===== config.mk =====
export PLATFORM = sky130hd
export DESIGN_NAME = mode1_accum
export DESIGN_NICKNAME = d
export VERILOG_FILES = /design/src/rtl/mode1_accum.sv
export SDC_FILE = /design/constraint.sdc
export NUM_CORES = 1
export LEC_CHECK = 0
export CAP_MARGIN = 25
export CORE_MARGIN = 10
export CORE_UTILIZATION = 40
export CTS_BUF_LIST = sky130_fd_sc_hd__clkbuf_16
export DETAILED_ROUTE_END_ITERATION = 7
export GPL_ROUTABILITY_DRIVEN = 0
export PLACE_DENSITY_LB_ADDON = 0.25
export SLEW_MARGIN = 10
export SYNTH_ARGS = -nofsm -noshare
export SYNTH_HDL_FRONTEND = slang
export SYNTH_SLANG_ARGS = --single-unit

===== constraint.sdc =====
create_clock -name clk -period 3 [get_ports clk]
set_input_delay 0.45 -clock clk [delete_from_list [all_inputs] [get_ports clk]]
set_output_delay 0.45 -clock clk [all_outputs]
set_load 0.01 [all_outputs]

===== src/rtl/mode1_accum.sv =====
// mode1_accum: accumulates NSAMP mode-1 cube results into a block sum/max/count and hands the block out on a valid/ready port.
// Ports: clk, rst (sync, active-high); in_valid/in_data/in_ready sample input; flush closes a partial block;
// out_valid/out_ready output handshake carrying out_sum, out_max, out_cnt, out_ovf.
// Optional feature: define MODE1_ACC_SAT_EN to saturate the accumulator and report a per-block overflow flag.
module mode1_accum #(
  parameter int NSAMP = 8,
  parameter int ACC_W = 16
) (
  input  logic             clk,
  input  logic             rst,
  input  logic             in_valid,
  input  logic [11:0]      in_data,
  output logic             in_ready,
  input  logic             flush,
  output logic             out_valid,
  input  logic             out_ready,
  output logic [ACC_W-1:0] out_sum,
  output logic [11:0]      out_max,
  output logic [7:0]       out_cnt,
  output logic             out_ovf
);
  typedef enum logic {ACCUM, HOLD} state_t;
  state_t state;
  logic [ACC_W-1:0] acc, acc_nxt;
  logic [ACC_W:0] sum_w;
  logic [11:0] mx, mx_nxt;
  logic [7:0] cnt, cnt_nxt;
  logic take, close;
`ifdef MODE1_ACC_SAT_EN
  logic ovf, ovf_nxt;
`endif
  assign in_ready = state == ACCUM;
  assign out_valid = state == HOLD;
  always_comb begin
    take = in_valid && state == ACCUM;
    sum_w = {1'b0, acc} + {{(ACC_W-11){1'b0}}, in_data};
`ifdef MODE1_ACC_SAT_EN
    acc_nxt = take ? (sum_w[ACC_W] ? '1 : sum_w[ACC_W-1:0]) : acc;
    ovf_nxt = ovf | (take & sum_w[ACC_W]);
`else
    acc_nxt = take ? sum_w[ACC_W-1:0] : acc;
`endif
    mx_nxt = take && in_data > mx ? in_data : mx;
    cnt_nxt = cnt + 8'(take);
    close = state == ACCUM && ((take && cnt_nxt == 8'(NSAMP)) || (flush && cnt_nxt != 8'd0));
  end
  always_ff @(posedge clk) begin
    if (rst) begin
      state <= ACCUM;
      acc <= '0;
      mx <= '0;
      cnt <= '0;
      out_sum <= '0;
      out_max <= '0;
      out_cnt <= '0;
`ifdef MODE1_ACC_SAT_EN
      ovf <= 1'b0;
      out_ovf <= 1'b0;
`endif
    end else if (state == HOLD) begin
      if (out_ready) state <= ACCUM;
    end else if (close) begin
      out_sum <= acc_nxt;
      out_max <= mx_nxt;
      out_cnt <= cnt_nxt;
      acc <= '0;
      mx <= '0;
      cnt <= '0;
`ifdef MODE1_ACC_SAT_EN
      out_ovf <= ovf_nxt;
      ovf <= 1'b0;
`endif
      state <= HOLD;
    end else begin
      acc <= acc_nxt;
      mx <= mx_nxt;
      cnt <= cnt_nxt;
`ifdef MODE1_ACC_SAT_EN
      ovf <= ovf_nxt;
`endif
    end
  end
`ifndef MODE1_ACC_SAT_EN
  assign out_ovf = 1'b0;
`endif
endmodule

# After elaboration in Yosys (flattened, before gate mapping)
# Cells that the tools add are included.
dict set report totals {
  ff_bits 73
  output_inout_bits 39
}
dict set report classes {
  add_sub_neg 2
  magnitude_cmp 1
  n_eq_ne 1
  mux 8
  bitwise_logic 1
  reduce_logical 8
}
# op n
set ops {}
lappend ops {{$mux 16} 2}
lappend ops {{$mux 12} 2}
lappend ops {{$add 16x12->16} 1}
lappend ops {{$gt 12x12->1} 1}
lappend ops {{$add 8x1->8} 1}
lappend ops {{$eq 8x4->1 const B} 1}
lappend ops {{$mux 8} 1}
lappend ops {{$reduce_bool 8->1} 1}
lappend ops {{$logic_and 1x1->1} 5}
lappend ops {{$mux 1} 3}
lappend ops {{$reduce_and 2->1} 1}
lappend ops {{$logic_or 1x1->1} 1}
lappend ops {{$not 1->1} 1}

# Longest topological paths before layout
# Gate-level depths: netlist of run 1.
dict set report logic_depth {
  word_depth 9
  mapped_depth 14
  mapped_depth_nobuf 11
}

# Least setup slack after synthesis of run 1
# OpenSTA, ideal clock, no wires.
dict set report synth_path {
  path_kind {reg2reg}
  from {reg state, in the netlist out_valid}
  to {reg out_sum[3]}
  setup_time_ps 121
  arrival_time_ps 3096
  required_ps 2879
  path_slack_ps -217
  stages_incl_launch_ff 14
  n_path_buf 2
  period_less_slack_ps 3217
  path_cell_list {dfxtp_1 inv_1 nand2_1 clkinv_1 clkbuf_1 ha_1 ha_1 and3_1 a31o_2 and3_1 buf_6 a31o_4 nand2_1 mux2_2}
}
dict set report synth_via {
  elab_chain_len 8
  elab_cells_between_ends 11
  cone_classes {add/sub: 1; eq/ne: 1; mux: 1; bitwise: 1; reduce/logical: 7}
}
# item line
set synth_lines {}
lappend synth_lines {{start: declaration} 23} ;# state_t state;
lappend synth_lines {{start signal: assignment} 49} ;# state <= ACCUM;
lappend synth_lines {{start signal: assignment} 61} ;# if (out_ready) state <= ACCUM;
lappend synth_lines {{start signal: assignment} 73} ;# state <= HOLD;
lappend synth_lines {{$not 1->1 (no source line) (*)} --}
lappend synth_lines {{named net in_ready} 13} ;# output logic in_ready,
lappend synth_lines {{$logic_and 1x1->1} 35} ;# take = in_valid && state == ACCUM;
lappend synth_lines {{$add 8x1->8} 44} ;# cnt_nxt = cnt + 8'(take);
lappend synth_lines {{$eq 8x4->1 / $reduce_bool 8->1 (equally long branches)} 45} ;# close = state == ACCUM && ((take && cnt_nxt == 8'(NSAMP)) || (flush && cnt_nxt != 8'd0));
lappend synth_lines {{$logic_and 1x1->1} 45}
lappend synth_lines {{$logic_or 1x1->1} 45}
lappend synth_lines {{$logic_and 1x1->1} 45}
lappend synth_lines {{$reduce_and 2->1 (no source line)} --}
lappend synth_lines {{end signal: assignment} 63} ;# out_sum <= acc_nxt;
lappend synth_lines {{end: declaration} 17} ;# output logic [ACC_W-1:0] out_sum,
# Mark *: on every way through the listed nets, which the timed path passes. The rest lies on a longest branch.
# A chain may end at the register's enable or synchronous reset.

# Worst setup path after layout of run 1
dict set report layout_path {
  from {in in_valid}
  to {reg acc[11]}
}
dict set report layout_via {
  elab_chain_len 7
  elab_cells_between_ends 10
  cone_classes {add/sub: 1; eq/ne: 1; mux: 2; reduce/logical: 6}
}
# item line
set layout_lines {}
lappend layout_lines {{start: declaration} 11} ;# input logic in_valid,
lappend layout_lines {{$logic_and 1x1->1 (*)} 35}
lappend layout_lines {{$add 8x1->8} 44}
lappend layout_lines {{$eq 8x4->1 / $reduce_bool 8->1 (equally long branches)} 45}
lappend layout_lines {{$logic_and 1x1->1} 45}
lappend layout_lines {{$logic_or 1x1->1} 45}
lappend layout_lines {{$logic_and 1x1->1} 45}
lappend layout_lines {{$mux 16 (*)} 62} ;# end else if (close) begin
lappend layout_lines {{end signal: assignment} 75} ;# acc <= acc_nxt;
lappend layout_lines {{end: declaration} 24} ;# logic [ACC_W-1:0] acc, acc_nxt;
# Mark *: on every way between the ends. The rest lies on a longest branch, timed or not.

==> impl_metrics.env, run 1 <==
export IMPL_r2r_cells=12
export IMPL_p_sw_frac=0.3788
export IMPL_dr_total_vias=3815
export IMPL_path_class="in2reg"
export IMPL_drtAntennaViolNets=0
export IMPL_syn_area_um2=4166
export IMPL_hold_path_depth=2
export IMPL_regArea_um2=1463
export IMPL_start_util=0.4072
export IMPL_synth_avg_cell_area_um2=8.999
export IMPL_drc_errors=0
export IMPL_finalSetupTns_ns=0
export IMPL_required_ns=3.23
export IMPL_overflow=0
export IMPL_drtIter0Drc=267
export IMPL_synth_ff_type="dfxtp_1"
export IMPL_multiInputGateArea_um2=2480
export IMPL_async_flop_share=0
export IMPL_min_delay_start="out_sum[2]$_SDFFE_PP0P_"
export IMPL_power_frac_seq=0.268
export IMPL_switchingPower_uw=2019
export IMPL_cp_end_kind="flip-flop"
export IMPL_htree_levels=3
export IMPL_die_area_um2=14900
export IMPL_crit_top_cell="ha_1"
export IMPL_drt_pass1_iter_count=5
export IMPL_grt_use_total=0.1588
export IMPL_worstPathCellList="clkdlybuf4s50_1, nand2_2, clkinv_2, ha_1, ha_1, and3_1, a31o_2, a311oi_1, a311o_1, buf_4, nand2_1, o32ai_1"
export IMPL_nets=595
export IMPL_cts_setup_buffers=0
export IMPL_wl_mm=11.68
export IMPL_grt_first_pass_wirelength_mm=19.30
export IMPL_slowest_stage="clkdlybuf4s50_1"
export IMPL_fp_dieH_um=122.1
export IMPL_synthCells=463
export IMPL_intPower_uw=3311
export IMPL_ys_ff_latch=73
export IMPL_finClkSkew_ns=0.006900
export IMPL_grt_pass1_vias=3821
export IMPL_grt_start_max_net_pins=38
export IMPL_syn_nets=507
export IMPL_place_ws_ns=-0.1926
export IMPL_io_pins=56
export IMPL_cts_sinks=73
export IMPL_root_buffer="clkbuf_16"
export IMPL_tightest_slew_ns=0.9011
export IMPL_worst_path_buf_inv=3
export IMPL_nFillCells=930
export IMPL_cts_clk_slew_worst_paths_ns=0.06
export IMPL_max_freq_mhz=350.2
export IMPL_clk_insertion_delay_late_ns=0.33
export IMPL_combPwrFrac=0.520
export IMPL_core_um2=10230
export IMPL_setup_ws_ns=0.1449
export IMPL_holdWs_ns=0.4662
export IMPL_p_per_area_nw_per_um2=975.1
export IMPL_vdd_drop_max_uv=351.0
export IMPL_dp_hpwl_mm=8.847
export IMPL_post_route_min_period_ns=2.855
export IMPL_diodes=0
export IMPL_ys_seq_area_frac=0.3508
export IMPL_yosys_warnings=0
export IMPL_p_leak_uw=0.002036
export IMPL_crit_family="compound AO/OA/AOI/OAI gates"
export IMPL_clockPowerShare=0.212
export IMPL_worstReg2RegEnd="acc[11]$_SDFFE_PP0N_"
export IMPL_drive_gt1_frac=0.1820
export IMPL_path_depth=12
export IMPL_hold_class="reg2reg"
export IMPL_syn2layout_area_growth_pct=31.17
export IMPL_slew_headroom=0.3971
export IMPL_p_total_uw=5329
export IMPL_yosys_cell_types_count=60
export IMPL_post_route_period_util=0.9517
export IMPL_cts_max_path_buffers=2
export IMPL_max_stage_delay_ns=0.43
export IMPL_drv_cap=0
export IMPL_port_buffers=54
export IMPL_status="complete, no violations"
export IMPL_antenna_found_initial=0
export IMPL_cts_buffers=9
export IMPL_vias_per_cell=5.521
export IMPL_slew_viol_final=0
export IMPL_fp_dieW_um=122.1
export IMPL_worstPathMaxFanout=4
export IMPL_setup_viol=0
export IMPL_r2r_slack_ns=0.35
export IMPL_cts_tree="done"
export IMPL_synth_edf_count=0
export IMPL_timing_rr_start="out_valid$_SDFF_PP0_"
export IMPL_cp_start_kind="input pin"
export IMPL_rows=37
export IMPL_hold_viol=0
export IMPL_crit_arrival_ns=3.09
export IMPL_rsz0062_at_grt="no"
export IMPL_min_delay_worst_endpoint="out_sum[2]$_SDFFE_PP0P_"
export IMPL_wl_per_cell_um=16.90
## tightest hold or removal path, stage by stage (launching register included)
cell and delay [ns]:
dfxtp_1 0.31, nand2_1 0.06, o21ai_1 0.05
## through the flow
step / util / cell area, um2 / cells
final: 0.5342 / 5465 / 691
after detailed placement: 0.5025 / 5141 / 676
after floorplan: - / 4175 / 463
after CTS: 0.5326 / 5449 / 691
after global placement: 0.5025 / 5141 / 676
after global routing: 0.5342 / 5465 / 691
## how the worst max path moves through the flow
stage / start / to / slack (ns)
finish: in_valid / acc[11]$_SDFFE_PP0N_ / 0.14
global route: in_valid / acc[11]$_SDFFE_PP0N_ / 0.02
CTS: in_valid / acc[11]$_SDFFE_PP0N_ / 0.13
detailed placement: in_valid / acc[7]$_SDFFE_PP0N_ / -0.19
global placement: in_valid / acc[11]$_SDFFE_PP0N_ / -0.13
floorplan: out_valid$_SDFF_PP0_ / mx[11]$_SDFFE_PP0N_ / 0.03
## cell families (layout without fill, tap and decap cells)
family,count (synthesis),after routing,share of synthesized area
AOI/OAI and AO/OA,164,164,0.2961
and+or+nand+nor,110,110,0.1306
DFF,73,73,0.3508
buffers and inverters,53,145,0.05916
adders and majority gates,27,27,0.08288
xor gates and xnor gates,19,19,0.03994
muxes,16,16,0.03964
other,1,1,0.0009000
## cells in the final DEF (no fill, tap or decap), types with 11 or more instances in the layout
| cell | count |
|---|---|
| dfxtp_1 | 72 |
| buf_4 | 55 |
| clkdlybuf4s50_1 | 53 |
| nand2_1 | 43 |
| a21oi_1 | 42 |
| ha_1 | 26 |
| a211oi_1 | 25 |
| inv_1 | 19 |
| o21ai_0 | 18 |
| nor2_1 | 14 |
| xnor2_1 | 12 |
| mux2i_1 | 12 |
| nor3_1 | 11 |
## per-layer routing
layer  track usage  up-vias  routed length (um)
met1        0.2026     1781                5283
met5             0        -                   0
met4       0.05228        0                 221
met3       0.03978       20                 779
li1              -     1902                   -
met2        0.2564      112                5397
## cell type report
class	count	share of cell area
Sequential cell	73	0.2676
Clock buffer	9	0.04121
Multi-Input combinational cell	337	0.4538
Clock inverter	6	0.01511
Tap cell	136	0.03114
Inverter	20	0.01397
Timing Repair Buffer	110	0.1772
## timing repair
item,in CTS,in global routing
gates resized for setup,0,2
endpoints found under the setup margin,0,5
hold buffers,0,0
## sequential cells by signal, indices dropped and copies added (netlist names)
name / flops
mx: 12
out_max: 12
cnt: 8
out_sum: 16
out_cnt: 8
acc: 16
out_valid: 1
## power by group through the flow
stage               sequential (uW)  clock (uW)  combinational (uW)
CTS                            1430        1150                2770
detailed placement             1440           0                2760
global route                   1460        1190                3050
floorplan                      1510           0                1500
finish                         1430        1130                2770
global placement               1440           0                2710
## cell usage after synthesis, drive strengths merged (2+ instances only)
cell type / number / area [um2]
a211oi: 25 / 187.7
a21o: 9 / 67.56
a21oi: 43 / 219.0
a22o: 5 / 43.79
a22oi: 4 / 30.03
a311o: 2 / 20.02
a311oi: 9 / 78.83
a31o: 4 / 43.80
a31oi: 7 / 80.07
and2: 4 / 25.02
and3: 4 / 25.02
and4: 2 / 17.52
buf: 23 / 133.9
clkbuf: 10 / 37.54
dfxtp: 73 / 1461
ha: 26 / 325.3
inv: 19 / 71.32
mux2: 4 / 45.04
mux2i: 12 / 120.1
nand2: 45 / 168.9
nand3: 11 / 67.57
nand4: 4 / 25.02
nor2: 15 / 63.81
nor2b: 7 / 43.79
nor3: 11 / 55.05
nor3b: 2 / 15.01
o211ai: 7 / 52.55
o21a: 2 / 15.01
o21ai: 20 / 100.1
o22ai: 3 / 18.77
o31ai: 2 / 15.01
o32ai: 14 / 190.2
or3: 3 / 23.77
xnor2: 13 / 113.9
xor2: 6 / 52.55
Note: power is estimated with default switching activity, not from simulation.
==> inputs of run 2 (changes only) <==
--- a/config.mk
+++ b/config.mk
@@ -6,7 +6,7 @@
 export NUM_CORES = 1
 export LEC_CHECK = 0
 export CAP_MARGIN = 25
-export CORE_MARGIN = 10
+export CORE_MARGIN = 2
 export CORE_UTILIZATION = 40
 export CTS_BUF_LIST = sky130_fd_sc_hd__clkbuf_16
 export DETAILED_ROUTE_END_ITERATION = 7
==> impl_metrics.env, run 2 (synthesis gave the netlist of run 1 again) <==
export IMPL_status="complete, no violations"
export IMPL_worstPathCellList="clkdlybuf4s50_1, nand2_2, clkinv_2, ha_1, ha_1, and3_1, a31o_2, and3_1, a311o_1, a31oi_2, o22ai_1"
export IMPL_slew_headroom=0.4416
export IMPL_cts_buffers=9
export IMPL_met3_usage=0.03004
export IMPL_syn2layout_area_growth_pct=30.84
export IMPL_dp_cells=671
export IMPL_cts_max_path_buffers=2
export IMPL_grt_first_pass_wirelength_mm=18.47
export IMPL_finClkSkew_ns=0.009787
export IMPL_io_pins=56
export IMPL_drt_pass1_iter_count=4
export IMPL_nFillCells=950
export IMPL_final_common_cell="dfxtp_1"
export IMPL_worstPathMaxFanout=5
export IMPL_grt_use_total=0.2040
export IMPL_drc_errors=0
export IMPL_core_um2=10230
export IMPL_met1_usage=0.2789
export IMPL_crit_family="compound AO/OA/AOI/OAI gates"
export IMPL_drv_cap=0
export IMPL_htree_levels=3
export IMPL_port_buffers=54
export IMPL_post_route_period_util=0.9812
export IMPL_reg_largest_list="acc x16, out_sum x16"
export IMPL_met2_usage=0.3313
export IMPL_fp_dieW_um=106.1
export IMPL_drtAntennaViolNets=0
export IMPL_hold_viol=0
export IMPL_hold_path_depth=2
export IMPL_rsz0062_at_grt="yes"
export IMPL_root_buffer="clkbuf_16"
export IMPL_slowest_stage="clkdlybuf4s50_1"
export IMPL_r2r_cells=11
export IMPL_wl_mm=11.22
export IMPL_fp_dieH_um=106.1
export IMPL_setup_viol=0
export IMPL_crit_arrival_ns=3.13
export IMPL_diodes=0
export IMPL_max_stage_delay_ns=0.44
export IMPL_placed_area_um2=5116
export IMPL_p_leak_uw=0.002020
export IMPL_wl_per_cell_um=16.33
export IMPL_cp_start_kind="input pin"
export IMPL_required_ns=3.19
export IMPL_cp_end_kind="flip-flop"
export IMPL_cts_hold_buf=0
export IMPL_worst_path_buf_inv=2
export IMPL_cts_clk_slew_worst_paths_ns=0.06
export IMPL_drtIter0Drc=181
export IMPL_start_util=0.4072
export IMPL_post_route_min_period_ns=2.944
export IMPL_stdcell_area_um2=5451
export IMPL_hold_class="reg2reg"
export IMPL_vdd_drop_max_uv=476.1
export IMPL_rows=37
export IMPL_path_class="in2reg"
export IMPL_grt_start_max_net_pins=44
export IMPL_stdcell_count=687
export IMPL_final_cell_mix="dfxtp_1 (72), clkdlybuf4s50_1 (53), buf_4 (50)"
export IMPL_slew_viol_final=0
export IMPL_grt_busiest_layer="met2"
export IMPL_grt_pass1_vias=3643
export IMPL_nets=591
export IMPL_die_area_um2=11250
export IMPL_vias_per_cell=5.530
export IMPL_cts_tree="done"
export IMPL_cts_sinks=73
export IMPL_p_per_area_nw_per_um2=965.9
export IMPL_dr_total_vias=3799
export IMPL_overflow=0
export IMPL_final_util=0.5328
export IMPL_antenna_found_initial=0
export IMPL_clk_insertion_delay_late_ns=0.33
export IMPL_max_freq_mhz=339.7
export IMPL_tightest_slew_ns=0.8345
export IMPL_dp_hpwl_mm=8.294
export IMPL_drive_gt1_frac=0.1833
export IMPL_path_depth=11
[run 2: worst register-to-register path, cell delays in order, from the launching register on]
cell and delay, ns:
dfxtp_2 0.32, inv_1 0.05, nand2_2 0.07, clkinv_2 0.06
ha_1 0.18, ha_1 0.25, and3_1 0.22, a31o_2 0.25
and3_1 0.25, a311o_1 0.38, a31oi_2 0.38, o22ai_1 0.17
[run 2: final cells by class]
cell class,count,area (um2),share of cell area
timing repair buffer,106,950.9,0.1744
tap,136,170.2,0.03121
inverter,20,76.32,0.01400
multi-input combinational,337,2482,0.4554
clock inverter,6,83.83,0.01538
sequential,73,1463,0.2683
clock buffer,9,225.2,0.04131
[run 2: worst paths after layout]
| kind | from | to | slack (ns) |
|---|---|---|---|
| max | in_valid | acc[8]$_SDFFE_PP0N_ | 0.06 |
| min reg2reg | out_sum[2]$_SDFFE_PP0P_ | out_sum[2]$_SDFFE_PP0P_ | 0.46 |
| min | out_sum[2]$_SDFFE_PP0P_ | out_sum[2]$_SDFFE_PP0P_ | 0.46 |
| max reg2reg | out_valid$_SDFF_PP0_ | acc[8]$_SDFFE_PP0N_ | 0.28 |
[run 2: stage by stage]
step           hold slack [ns]  TNS (ns)  power [uW]  setup WS, ns
2_1_floorplan           0.4427         0        3013       0.02965
3_3_place_gp            0.4535    -4.371        4069       -0.1264
3_5_place_dp            0.4511    -7.436        4125       -0.2180
4_1_cts                 0.4610         0        5272       0.05903
5_1_grt                 0.4841   -0.3839        5606      -0.06475
6_report                0.4551         0        5265       0.05648
[run 2: routing by layer]
layer  routed length, um  up-vias
li1                    -     1895
met1                5403     1807
met2                5198       85
met3                 433       12
met4                 186        0
met5                   0        -
[run 2: power breakdown]
| group | switching [uW] | internal (uW) | leakage [uW] |
|---|---|---|---|
| combinational | 1410 | 1300 | 0.00127 |
| sequential | 168 | 1260 | 0.000596 |
| clock | 408 | 720 | 0.000155 |
| total | 1990 | 3280 | 0.00202 |
[run 2: repair_timing]
item / in CTS / in global routing
gates resized for setup: 0 / 5
endpoints found under the setup margin: 0 / 13
buffers inserted: 0 / 1
